`src/rtl/nolinear_seq_if.sv`:
```
// ============================================================================
// Module   : nolinear_seq_if
// Brief    : Request handshake (valid/ready, opcode, packed operands) into
//            the nolinear sequencer.
// Revision : 1.0
// ============================================================================
`default_nettype none

interface nolinear_seq_if #(
    parameter int FIX_POINT_WIDTH = 16,
    parameter int DATA_NUM        = 4
);
    logic                                start_valid;
    logic                                start_ready;
    logic [1:0]                          op;
    logic [DATA_NUM*FIX_POINT_WIDTH-1:0] op_data;

    modport master (output start_valid, output op, output op_data, input  start_ready);
    modport slave  (input  start_valid, input  op, input  op_data, output start_ready);
endinterface

`default_nettype wire

```
`src/rtl/nolinear_seq.sv`:
```
// ============================================================================
// Module   : nolinear_seq
// Brief    : Two-round timed sequencer driving the nolinear datapath controls.
//            Optional macro NOLINEAR_SEQ_OPCNT_EN adds a 16-bit done counter.
// Revision : 1.0
// ============================================================================
`default_nettype none

module nolinear_seq #(
    parameter int FIX_POINT_WIDTH = 16,
    parameter int DATA_NUM        = 4,
    parameter int R1_CYCLES       = 50,
    parameter int R2_CYCLES       = 1,
    parameter int CNT_W           = 8
) (
    input  wire logic                                clk,
    input  wire logic                                rst,
    nolinear_seq_if.slave                            req,
    output logic [1:0]                               mode,
    output logic [DATA_NUM*FIX_POINT_WIDTH-1:0]      in,
    output logic [2:0]                               s_in,
    output logic                                     s_mux,
    output logic [2:0]                               s_mult,
    output logic                                     s_add,
    output logic                                     en_mult,
    output logic                                     en_add,
    output logic                                     valid,
    output logic                                     done,
`ifdef NOLINEAR_SEQ_OPCNT_EN
    output logic [15:0]                              op_cnt,
`endif
    output logic                                     err
);

    localparam int              c_dw         = DATA_NUM * FIX_POINT_WIDTH;
    localparam logic [CNT_W-1:0] c_r1_last   = CNT_W'(R1_CYCLES - 1);
    localparam logic [CNT_W-1:0] c_r2_last   = CNT_W'(R2_CYCLES - 1);
    localparam logic [1:0]      c_op_illegal = 2'b11;

    typedef enum logic [1:0] {
        S_IDLE = 2'd0,
        S_R1   = 2'd1,
        S_R2   = 2'd2
    } state_t;

    state_t           r_state, w_state_nxt;
    logic [CNT_W-1:0] r_cnt, w_cnt_nxt;
    logic [1:0]       r_mode, w_mode_nxt;
    logic [c_dw-1:0]  r_in, w_in_nxt;
    logic [10:0]      r_ctrl, w_ctrl_nxt;
    logic             r_done, w_done_nxt;
    logic             r_err, w_err_nxt;
`ifdef NOLINEAR_SEQ_OPCNT_EN
    logic [15:0]      r_op_cnt;
`endif

    // Control word layout: {s_in, s_mux, s_mult, s_add, en_mult, en_add, valid}
    function automatic logic [10:0] f_ctrl(input logic [1:0] op_sel, input logic round2);
        logic [10:0] v;
        v = '0;
        case (op_sel)
            2'b00:   v = round2 ? {3'd1, 1'b0, 3'd0, 1'b1, 1'b1, 1'b1, 1'b1}
                                : {3'd0, 1'b1, 3'd2, 1'b1, 1'b1, 1'b0, 1'b0};
            2'b01:   v = round2 ? {3'd3, 1'b0, 3'd0, 1'b1, 1'b0, 1'b1, 1'b1}
                                : {3'd2, 1'b1, 3'd4, 1'b0, 1'b1, 1'b0, 1'b0};
            2'b10:   v = {3'd2, 1'b0, 3'd1, 1'b0, 1'b1, 1'b0, round2};
            default: v = '0;
        endcase
        return v;
    endfunction

    always_comb begin
        w_state_nxt = r_state;
        w_cnt_nxt   = r_cnt;
        w_mode_nxt  = r_mode;
        w_in_nxt    = r_in;
        w_ctrl_nxt  = '0;
        w_done_nxt  = 1'b0;
        w_err_nxt   = 1'b0;
        case (r_state)
            S_IDLE: begin
                if (req.start_valid) begin
                    if (req.op == c_op_illegal) begin
                        w_err_nxt = 1'b1;
                    end else begin
                        w_state_nxt = S_R1;
                        w_cnt_nxt   = '0;
                        w_mode_nxt  = req.op;
                        w_in_nxt    = req.op_data;
                        w_ctrl_nxt  = f_ctrl(req.op, 1'b0);
                    end
                end
            end
            S_R1: begin
                if (r_cnt == c_r1_last) begin
                    w_state_nxt = S_R2;
                    w_cnt_nxt   = '0;
                    w_ctrl_nxt  = f_ctrl(r_mode, 1'b1);
                end else begin
                    w_cnt_nxt   = r_cnt + CNT_W'(1);
                    w_ctrl_nxt  = f_ctrl(r_mode, 1'b0);
                end
            end
            S_R2: begin
                if (r_cnt == c_r2_last) begin
                    w_state_nxt = S_IDLE;
                    w_cnt_nxt   = '0;
                    w_done_nxt  = 1'b1;
                end else begin
                    w_cnt_nxt   = r_cnt + CNT_W'(1);
                    w_ctrl_nxt  = f_ctrl(r_mode, 1'b1);
                end
            end
            default: begin
                w_state_nxt = S_IDLE;
                w_cnt_nxt   = '0;
            end
        endcase
    end

    always_ff @(posedge clk or negedge rst) begin
        if (!rst) begin
            r_state <= S_IDLE;
            r_cnt   <= '0;
            r_mode  <= '0;
            r_in    <= '0;
            r_ctrl  <= '0;
            r_done  <= 1'b0;
            r_err   <= 1'b0;
        end else begin
            r_state <= w_state_nxt;
            r_cnt   <= w_cnt_nxt;
            r_mode  <= w_mode_nxt;
            r_in    <= w_in_nxt;
            r_ctrl  <= w_ctrl_nxt;
            r_done  <= w_done_nxt;
            r_err   <= w_err_nxt;
        end
    end

`ifdef NOLINEAR_SEQ_OPCNT_EN
    // Counts completed operations only; rejected opcodes never reach done.
    always_ff @(posedge clk or negedge rst) begin
        if (!rst) begin
            r_op_cnt <= '0;
        end else if (w_done_nxt) begin
            r_op_cnt <= r_op_cnt + 16'd1;
        end
    end
    assign op_cnt = r_op_cnt;
`endif

    assign req.start_ready = (r_state == S_IDLE);
    assign mode            = r_mode;
    assign in              = r_in;
    assign {s_in, s_mux, s_mult, s_add, en_mult, en_add, valid} = r_ctrl;
    assign done            = r_done;
    assign err             = r_err;

endmodule

`default_nettype wire
```
`src/flat_wrapper.sv`:
```
// flat-port wrapper written by rule: the top's interface ports become plain ports
module nolinear_seq_flat 
#(
    parameter int FIX_POINT_WIDTH = 16,
    parameter int DATA_NUM        = 4,
    parameter int R1_CYCLES       = 50,
    parameter int R2_CYCLES       = 1,
    parameter int CNT_W           = 8
)
  (clk, rst, mode, in, s_in, s_mux, s_mult, s_add, en_mult, en_add, valid, done, err, req_start_valid, req_op, req_op_data, req_start_ready);
  nolinear_seq_if #(.FIX_POINT_WIDTH(FIX_POINT_WIDTH), .DATA_NUM(DATA_NUM)) req_i ();
  input  wire logic clk;
  input  wire logic rst;
  output logic [1:0] mode;
  output logic [DATA_NUM*FIX_POINT_WIDTH-1:0] in;
  output logic [2:0] s_in;
  output logic s_mux;
  output logic [2:0] s_mult;
  output logic s_add;
  output logic en_mult;
  output logic en_add;
  output logic valid;
  output logic done;
  output logic err;
  input wire logic [$bits(req_i.start_valid)-1:0] req_start_valid;
  input wire logic [$bits(req_i.op)-1:0] req_op;
  input wire logic [$bits(req_i.op_data)-1:0] req_op_data;
  output wire logic [$bits(req_i.start_ready)-1:0] req_start_ready;
  assign req_i.start_valid = req_start_valid;
  assign req_i.op = req_op;
  assign req_i.op_data = req_op_data;
  assign req_start_ready = req_i.start_ready;
  nolinear_seq #(.FIX_POINT_WIDTH(FIX_POINT_WIDTH), .DATA_NUM(DATA_NUM), .R1_CYCLES(R1_CYCLES), .R2_CYCLES(R2_CYCLES), .CNT_W(CNT_W)) u_core (.clk(clk), .rst(rst), .req(req_i), .mode(mode), .in(in), .s_in(s_in), .s_mux(s_mux), .s_mult(s_mult), .s_add(s_add), .en_mult(en_mult), .en_add(en_add), .valid(valid), .done(done), .err(err));
endmodule
```
`config.mk`:
```
export PLATFORM = sky130hd
export DESIGN_NAME = nolinear_seq_flat
export DESIGN_NICKNAME = d
export VERILOG_FILES = /design/src/rtl/nolinear_seq_if.sv /design/src/rtl/nolinear_seq.sv /design/src/flat_wrapper.sv
export SDC_FILE = /design/constraint.sdc
export NUM_CORES = 1
export LEC_CHECK = 0
export ABC_AREA = 0
export BUFFER_PORTS_ARGS = -buffer_cell sky130_fd_sc_hd__buf_2
export CAP_MARGIN = 20
export CORE_ASPECT_RATIO = 1.2
export CORE_MARGIN = 5
export CORE_UTILIZATION = 35
export CTS_CLUSTER_SIZE = 20
export DETAILED_ROUTE_END_ITERATION = 12
export SYNTH_ARGS = -nofsm -noshare
export SYNTH_HDL_FRONTEND = slang
export SYNTH_SLANG_ARGS = --single-unit
```
`constraint.sdc`:
```
create_clock -name clk -period 2.1 [get_ports clk]
set_input_delay 0.315 -clock clk [delete_from_list [all_inputs] [get_ports clk]]
set_output_delay 0.315 -clock clk [all_outputs]
set_load 0.02 [all_outputs]
```
* Yosys cells after proc, flatten, opt, wreduce, memory -nomap -nowiden *
Index checks and enable logic that the tools add are counted.

storage, ports and cells
  word-level logic and storage cells = 51
  register bits after elaboration = 89

cells by class
  reductions and logical operators = 7
  bitwise logic cells = 1
  multiplexer cells = 23
  add/subtract/negate cells = 1
  equality and inequality tests = 12

operator list
  kind                   count
  $pmux W10 S3           3
  $mux W11               4
  $pmux W11 S3           1
  $mux W8                4
  $pmux W8 S3            1
  $add A8 B1 Y8 const B  1
  $eq A2 B2 Y1 const B   4
  $eq A8 B6 Y1 const B   1
  $logic_not A8 Y1       1
  $mux W2                4
  $eq A2 B1 Y1 const B   3
  $logic_not A2 Y1       3
  $pmux W2 S3            1
  $mux W1                5
  $ne A2 B1 Y1 const B   2
  $ne A2 B2 Y1 const B   2
  $reduce_and A4 Y1      1
  $reduce_and A3 Y1      1
  $reduce_and A2 Y1      1
  $not A1 Y1             1

* Longest topological paths before layout *
Gate-level depths: netlist (run 1).

  depth in word-level cells = 5
  gate-level depth with buffers = 8
  mapped depth without buffers = 6

* Worst setup path before layout (run 1) *
No wires, ideal clock.

  path type = flip-flop to flip-flop
  start point = register u_core.r_state[0]
  end point = register u_core.r_in[10], in the netlist u_core.in[10]
  buffers on the path = 2
  period minus slack after synthesis = 1.870 ns
  arrival time = 1.745 ns
  setup slack = 0.230 ns
  stages on the path, launching flop included = 7
  required time = 1.975 ns
  cell sequence = dfrtp_1 -> inv_1 -> ha_1 -> nand3b_1 -> clkbuf_1 -> clkbuf_1 -> mux2_2

on the way
  longest elaborated chain between the ends = 2

RTL lines
  element                      line                 source
  from (decl)                  nolinear_seq.sv:46   state_t r_state, w_state_nxt;
  from (signal assigned)       nolinear_seq.sv:131  r_state <= w_state_nxt;
  $logic_not A2 Y1             -
  net req_start_ready          flat_wrapper.sv:28   output wire logic [$bits(req_i.start_ready)-1:0] req_start_ready;
  $reduce_and A3 Y1 (no line)  -
  to (signal assigned)         nolinear_seq.sv:134  r_in <= w_in_nxt;
  to (decl)                    nolinear_seq.sv:49   logic [c_dw-1:0] r_in, w_in_nxt;

The timed path passes the listed nets, and every way through them passes these cells.
A chain may end at the register's enable or synchronous reset.

* Final worst setup path (run 1) *
  start point = register u_core.r_cnt[3]
  end point = register u_core.r_cnt[6]

on the way
  longest elaborated chain between the ends = 3
  elaborated cells on any way between the ends = 6
  classes of those cells = 1 x add/sub; 1 x eq/ne; 3 x mux; 1 x reduce/logical

RTL lines
  element                                line                                      source
  from (decl)                            nolinear_seq.sv:47                        logic [CNT_W-1:0] r_cnt, w_cnt_nxt;
  from (signal assigned)                 nolinear_seq.sv:132                       r_cnt <= w_cnt_nxt;
  $add A8 B1 Y8 (tied with other cells)  nolinear_seq.sv:100, nolinear_seq.sv:110
  $mux W8, on equally long branches      nolinear_seq.sv:105, nolinear_seq.sv:95
  $pmux W8 S3 (*)                        nolinear_seq.sv:80                        case (r_state)

Every way passes the cells marked *; elsewhere a longest branch is shown, timed or not.

==> results.txt, run 1 <==
- Multiplexer cells account for 19.70% of the synthesized area.
- Crit path largest cell delay: 0.46 ns
* Worst-path cell chain: nor4_4 -> a31oi_2 -> o21ai_2 -> o21ai_0
- TritonCTS created 9 clock buffers.
- Unrepaired setup endpoints after global routing: false
- The worst-case IR drop observed on VDD is 874.4 uV.
- Number of hold violations in the final report: 0
- Share of Yosys cell area claimed by the top area cell type: 58.68%
- Cell at the root of the clock tree: clkbuf_16
* Post-synthesis xor/xnor area fraction: 0.7083%
- Drt via density: 4.685
- R2r setup slk: 0.22 ns
- Sort of element at the end of the critical path: flop
- The highest layer touched by signal routing is met4.
* Via total after detailed routing: 2605
- Synthesis produced 272 cells.
- Counting the fill cells in the layout gives 960.
- Total track usage: 12.82%
- Worst slack after detailed placement: 0.2367 ns
- Startpoint types: flop
- After synthesis, the largest family of logic cells by area is multiplexers.
* Min Clock Period, post-route: 1.879 ns
- The synthesized netlist occupies a cell area of 3710 um^2.
- Power spread over the standard cell area amounts to 1563 nW/um^2.
- In the final routing, the length of wire on met1 measures 3235 um.
* Largest cells by area after synthesis: dfrtp_1 59%, mux2_2 19%, ha_1 5.7%
- Arrival @ worst endpoint: 2.08 ns
- Count of maximum capacitance violations: 0
* Buffers on Ports: 147
* FFs w/ async S/R, synth: 100.0%
- Between clock sinks in the finished design, the worst skew comes to 0.004307 ns.
* Core area: 10470 um^2
- Most frequent standard cell in the layout excluding fill and tap cells: buf_2
- In this run the post-CTS setup repair buffer count came out at 0.
- Number of global-route vias before repair: 2649
- Slew at the pin with the worst max-slew slack: 0.5176 ns
- Total met3 wirelength after detailed routing: 571 um
- The worst setup path is of the reg2reg kind.
- The sequential cells in the finished layout cover a total of 2177 um^2.
* CTS tree: yes
- The die covers 12770 um^2.
- Post-DP HPWL: 6115 um
- The floorplan step set the die height to 122.8 um.
* Footprint of the multi-input gates: 1425 um^2
- Fraction of the mapped netlist area in adder cells: 5.734%
- Setup violations, final: 0
* H-tree lvl count: 3
* Initial antenna violation count: 0
- Entering global routing, the biggest net connects 72 pins.
- For this run the aggregate overflow at the end of global routing stands at 0.
- Worst hold-check path type: in2reg
- Detailed-route wire length per cell: 14.55 um
* Commonest cells after routing, fill and taps aside: 146 x buf_2, 87 x dfrtp_1, 64 x mux2_2
- Fraction of the mapped netlist area in compound gates: 6.509%
* Top achievable clock speed: 0.5322 GHz
- The number of nets handed over by synthesis was 358.
- At the worst endpoint, the required time is 2.30 ns.
- The max-slew violation count is 0.
- The number of antenna diodes in the final layout is 0.
- Cell accounting for the most synthesized area: dfrtp_1
- For this run, the detailed router's first-pass iteration total came to 4.
- Primary FF master, synth: dfrtp_1
- Worst-path clk slew: 0.06 ns
- In this run, synthesis inferred 0 flip-flops with an integrated enable.
- Final setup TNS: 0 ns
* Signed area change from the synthesized netlist to the final layout: 33.25%
* Share of the clock period used by the worst path after layout: 89.47%
- At the end of the flow, the number of nets in the layout was 508.
* Number of rows created at floorplan: 41
* Area fraction in and, or, nand and nor cells after synthesis: 5.666%
- Leakage power summed over all cells: 2.440 nW
* Number of distinct library cells after synthesis: 41
- Slew headroom: 65.49%
* Number of design-rule violations left by the first detailed-router iteration: 71
- Number of storage elements in the synthesis netlist: 87
- Final design utilization: 47.24%
- For this run, design rule violations remaining after detail routing come to 0.
- Final setup margin: 0.2211 ns
- Number of nets with antenna violations after routing: 0
- In this run the worst path has a maximum fanout of 9.
- During I/O placement, the number of pins put on the boundary was 149.
- Initial standard-cell utilization of the core: 35.45%
* Sequential element share of the synthesized area: 58.68%
- Status: finished, final reports clean
- The first global-routing pass estimated 13170 um of wire.
- The clock drives 87 sinks.
- Overall power consumption after layout is estimated at 7.729 mW.
- Avg Inst Size Synth: 13.64 um^2
* Chip Width: 104.0 um
- Number of buffers between clock root and the deepest sink: 2
* YS warnings: 0
- The routed design has 8090 um of wire.
- Critical path's slowest cell: dfrtp_1
- In the detailed route, the total length drawn on met2 is 4158 um.
* Fraction of layout cells with a size suffix above 1: 55.97%
- For the worst-skew pair, the clock arrives at the later sink with an insertion delay of 0.33 ns.
- The congestion estimate from routability-driven global placement came to 0.8463.
## through the flow
step	hold slack [ns]	std cells	instance area [um^2]
detailed placement	0.2916	539	4602
floorplan	0.01941	272	3710
global placement	0.2874	539	4602
finish	0.2094	556	4943
CTS	0.1955	556	4943
global route	0.1946	556	4943
## cell families after synthesis
logic type,after synthesis
buffers and inverters,25
muxes,65
adders and majority gates,17
DFF,87
and+or+nand+nor,40
xor gates and xnor gates,3
other,1
AOI/OAI and AO/OA,34
## worst max-delay path: cells and delay by family, from the launching register on
family | cells | cell delay, ns
simple gates | 1 | 0.46
compound gates | 3 | 0.82
flops | 1 | 0.46
## final cells by class
type,instances,area share [%]
flip-flops and latches,87,44.04
multi-input cells,160,28.83
repair buffers,152,16.25
clock inverters,6,1.873
clock buffers,10,4.834
inverters,12,0.9112
well taps,129,3.265
## timing repair
| action | in CTS | in global routing |
|---|---|---|
| hold endpoints to repair | 31 | 0 |
| hold buffers | 1 | 0 |
| gates resized for setup | 0 | 0 |
| setup endpoints to repair | 0 | 0 |
## registers in the layout, summed over array words and instances, names as in the netlist
| name | flops |
|---|---|
| u_core.err | 1 |
| u_core.done | 1 |
| u_core.r_cnt | 8 |
| u_core.r_state | 2 |
| u_core.mode | 2 |
| u_core.in | 64 |
| u_core.r_ctrl | 9 |
## layer usage
layer / global-route usage, % / vias to the layer above
met5: 0 / -
met4: 5.101 / 0
met3: 4.524 / 10
met2: 21.57 / 98
met1: 15.06 / 1251
li1: - / 1246
## synthesized netlist by cell type, types with 2 or more instances
| cell type | count |
|---|---|
| ha_1 | 17 |
| inv_1 | 12 |
| dfrtp_1 | 87 |
| nand2_1 | 11 |
| mux2_2 | 64 |
| o32ai_1 | 2 |
| a21oi_1 | 10 |
| o2111ai_1 | 2 |
| xnor2_1 | 3 |
| and3_1 | 2 |
| buf_4 | 2 |
| a211oi_1 | 3 |
| buf_2 | 5 |
| o21ai_0 | 6 |
| nand3_1 | 7 |
| clkbuf_1 | 5 |
| nor3_1 | 2 |
| nor2_1 | 9 |
## where the power goes
part	internal (mW)	leakage, nW	total (mW)	switching (mW)
Sequential	2.41	1.06	2.75	0.335
Clock	1.08	0.155	1.73	0.649
Combinational	1.33	1.22	3.25	1.92
Total	4.83	2.44	7.73	2.90
## final timing paths
| path | start | end | depth (start not counted) |
|---|---|---|---|
| max | u_core.r_cnt[3] | u_core.r_cnt[6] | 4 |
| min | req_op_data[1] | u_core.in[1] | 2 |
| max reg2reg | u_core.r_cnt[3] | u_core.r_cnt[6] | 4 |
| min reg2reg | u_core.in[31] | u_core.in[31] | 1 |
| max in group asynchronous | rst | u_core.in[40] | 3 |
| min in group asynchronous | rst | u_core.in[27] | 2 |
Power figures use the tool's default switching activity.
==> inputs of run 2 (changes only) <==
Settings changed: RECOVER_POWER from default to 100.
==> run 2 against run 1 <==
  * Fmax rose by 1.4%
  * Clock skew is 0.0017 ns higher
  * Flip-flop and latch count did not move
  * Combinational power shrank 6%
  * Worst setup slack better by 0.026 ns
  * Die area unchanged
  * Largest power group unchanged
  * Utilization shrank 1.1 points
  * First-iteration DRC count down 8.5%
  * Cell count is the same
  * Critical path depth unchanged
  * Count of clock-buffer cells in the layout is the same
  * Sequential power hardly changed
==> results.txt, run 2 (synthesized netlist as in run 1, its figures left out) <==
- Cell at the root of the clock tree: clkbuf_16
* Min Clock Period, post-route: 1.853 ns (-0.02627 ns)
- Count of final max-slew check failures: 0 (unchanged)
* Quantity of hold-fixing buffers added after cts: 1 (unchanged)
* Switching portion of total power: 38.94% (+1.4 points)
* Portion of total power attributed to the clock network: 22.9% (+0.5 points)
- The total overflow reported by the global router was 0 (unchanged).
- The critical path depth in cells is 4 (unchanged).
- The detailed router's first-iteration violation count was 65 (-8.5%).
* Maximum net fanout on the critical path: 9 (unchanged)
- Initial antenna violation count: 0 (unchanged)
- Worst-case reg-to-reg path depth: 4 (unchanged)
* Critical path type: reg2reg
- Chip Height: 122.8 um (unchanged)
- Most frequent standard cell in the layout excluding fill and tap cells: dfrtp_1
* Gp weighted congestion: 0.8463 (unchanged)
* Number of buffers inserted during clock tree synthesis: 9 (unchanged)
* CP Buf/Inv Count: 0 (unchanged)
- Sort of element at the end of the critical path: flop
* Worst hold margin: 0.2076 ns (-0.001838 ns)
* Number of global-route vias before repair: 2649 (unchanged)
- The worst-case register-to-register setup slack is 0.25 ns (+0.03 ns).
- Critical path's slowest cell: dfrtp_1
- Total I/O pin count: 149 (unchanged)
- The required time at the endpoint of the critical path came to 2.30 ns (about the same).
- In this run the worst setup path terminates at u_core.r_cnt[6].
* Arrival @ worst endpoint: 2.05 ns (-0.03 ns)
* Nets@finish: 508 (unchanged)
- From synthesis to final layout, the design area changed by 30.29%.
- Post-DP HPWL: 6115 um (unchanged)
- The internal power summed over all cells was 4.614 mW (-4.4%).
- The overall track demand over capacity in global routing came to 12.82% (unchanged).
- The headroom to the max-slew limit was 41.52% (-24 points).
- Leakage power summed over all cells: 2.196 nW (-10%)
* Via total after detailed routing: 2595 (-0.38%)
- The critical path goes through nor4_4 -> a31oi_2 -> o21ai_2 -> o21ai_0.
- The number of diodes added for antenna fixing was 0 (unchanged).
- The endpoint identified for the worst register-to-register timing path is u_core.r_cnt[6].
* Cell class contributing the biggest share of worst-path delay: compound AO/OA/AOI/OAI gates
* Number of gates given a new drive strength after cts: 0 (unchanged)
* Final std cells w/o fill: 556 (unchanged)
* Power Density: 1563 nW/um^2 (about the same)
- Remaining routing DRC violations: 0 (unchanged)
- CTS tree: yes
- Number of flip-flops in the largest register: 64 (unchanged)
- Worst hold-check path type: in2reg
- Fraction of power consumed by combinational cells: 40.3% (-1.8 points)
* Die Outline Area: 12770 um^2 (unchanged)
- The count of standard-cell rows was 41 (unchanged).
- The reported max-cap violation count came to 0 (unchanged).
- Reg-to-reg startpoint: u_core.r_cnt[3]
- In this run the most critical hold path is launched from req_op_data[31].
* Switching power total: 2.942 mW (+1.3%)
- Number of nets with antenna violations after routing: 0 (unchanged)
- Global-route wire length before repair: 13170 um (unchanged)
- Worst IR Drop VDD: 876.8 uV (+0.27%)
- Worst setup path startpoint: u_core.r_cnt[3]
- Share of total power in sequential cells: 36.7% (+1.2 points)
- The fraction of the cycle the final worst path needs is 88.22% (-1.3 points).
- Worst setup skew after layout: 0.006007 ns (+0.001700 ns)
- The area of the core is 10470 um^2 (unchanged).
- Worst-path clk slew: 0.06 ns (about the same)
* Buffers on Ports: 147 (unchanged)
- Chip Width: 104.0 um (unchanged)
- Worst-skew pair later-pin latency: 0.33 ns (about the same)
- Commonest cells after routing, fill and taps aside: 87 x dfrtp_1, 80 x clkbuf_1, 67 x buf_2
- Detailed-route wire length per cell: 14.77 um (+1.5%)
* Setup violations, final: 0 (unchanged)
- Crit path largest cell delay: 0.46 ns (about the same)
- The sum of negative setup slack was 0 ns (unchanged).
- Number of buffers between clock root and the deepest sink: 2 (unchanged)
* Wire length after detailed routing: 8213 um (+1.5%)
- The number of iterations in the first detailed-routing pass was 5 (+1).
- Top achievable clock speed: 0.5398 GHz (+1.4%)
* Worst slack after detailed placement: 0.2367 ns (unchanged)
- The setup fix buffers added after clock tree synthesis is 0 (unchanged).
* H-tree lvl count: 3 (unchanged)
- The final number of hold-violating endpoints came to 0 (unchanged).
- Initial standard-cell utilization of the core: 35.45% (unchanged)
- The run finished with clean final reports.
- Count of placed standard cells including taps: 539 (unchanged)
* Fraction of layout cells with a size suffix above 1: 37.00% (-19 points)
- Startpoint types: flop
- Final setup margin: 0.2474 ns (+0.02627 ns)
* Unrepaired setup endpoints after global routing: false
- Clock sinks: 87 (unchanged)
* Slew at the pin with the worst max-slew slack: 0.8772 ns (+0.3596 ns)
* Drt via density: 4.667 (-0.38%)
- The maximum number of pins on one net before global-route repair is 72 (unchanged).
## run 2: changes by cell type in the layout (fill, tap and decap cells not counted)
| cell | change |
|---|---|
| buf_2 | -79 |
| clkbuf_2 | +1 |
| nand3_1 | +1 |
| buf_4 | -2 |
| nand3_2 | -1 |
| clkbuf_1 | +80 |
## run 2: metrics by stage
stage	utilization [%]	total power [mW]	area [um^2]
4_1_cts	47.24	7.853	4943
3_5_place_dp	43.97	6.095	4602
5_1_grt	46.19	8.037	4833
6_report	46.19	7.557	4833
3_3_place_gp	43.97	6.027	4602
2_1_floorplan	-	4.917	3710
## run 2: layout make-up
| cell class | count | area [um^2] |
|---|---|---|
| Sequential cell | 87 | 2177 |
| Tap cell | 129 | 161.4 |
| Clock inverter | 6 | 92.59 |
| Inverter | 12 | 45.04 |
| Multi-Input combinational cell | 160 | 1420 |
| Timing Repair Buffer | 152 | 698.2 |
| Fill cell | 1010 | 5632 |
| Clock buffer | 10 | 239.0 |
## run 2: metal layers
metal | share of wire (%) | wire [um] | global-route usage, %
met2 | 51 | 4169 | 21.57
met1 | 40 | 3294 | 15.06
met3 | 7.6 | 625 | 4.524
met5 | 0 | 0 | 0
met4 | 1.5 | 124 | 5.101
## run 2: power by group through the flow
stage	clock network (mW)	logic, mW	registers, mW
detailed placement	0	3.31	2.79
CTS	1.78	3.31	2.76
finish	1.73	3.05	2.78
floorplan	0	1.24	3.68
global route	1.85	3.31	2.88
global placement	0	3.28	2.75
## run 2: worst reg2reg max path, cell delays in order, from the launching register on
cell,delay (ns)
dfrtp_1,0.46
nor4_4,0.45
a31oi_2,0.28
o21ai_2,0.39
o21ai_0,0.15
## run 2: how the worst min path moves through the flow
stage | end | depth (start not counted)
floorplan | u_core.done | 0
global placement | u_core.in[27] | 1
detailed placement | u_core.in[27] | 1
CTS | u_core.in[41] | 2
global route | u_core.in[14] | 2
finish | u_core.in[31] | 2
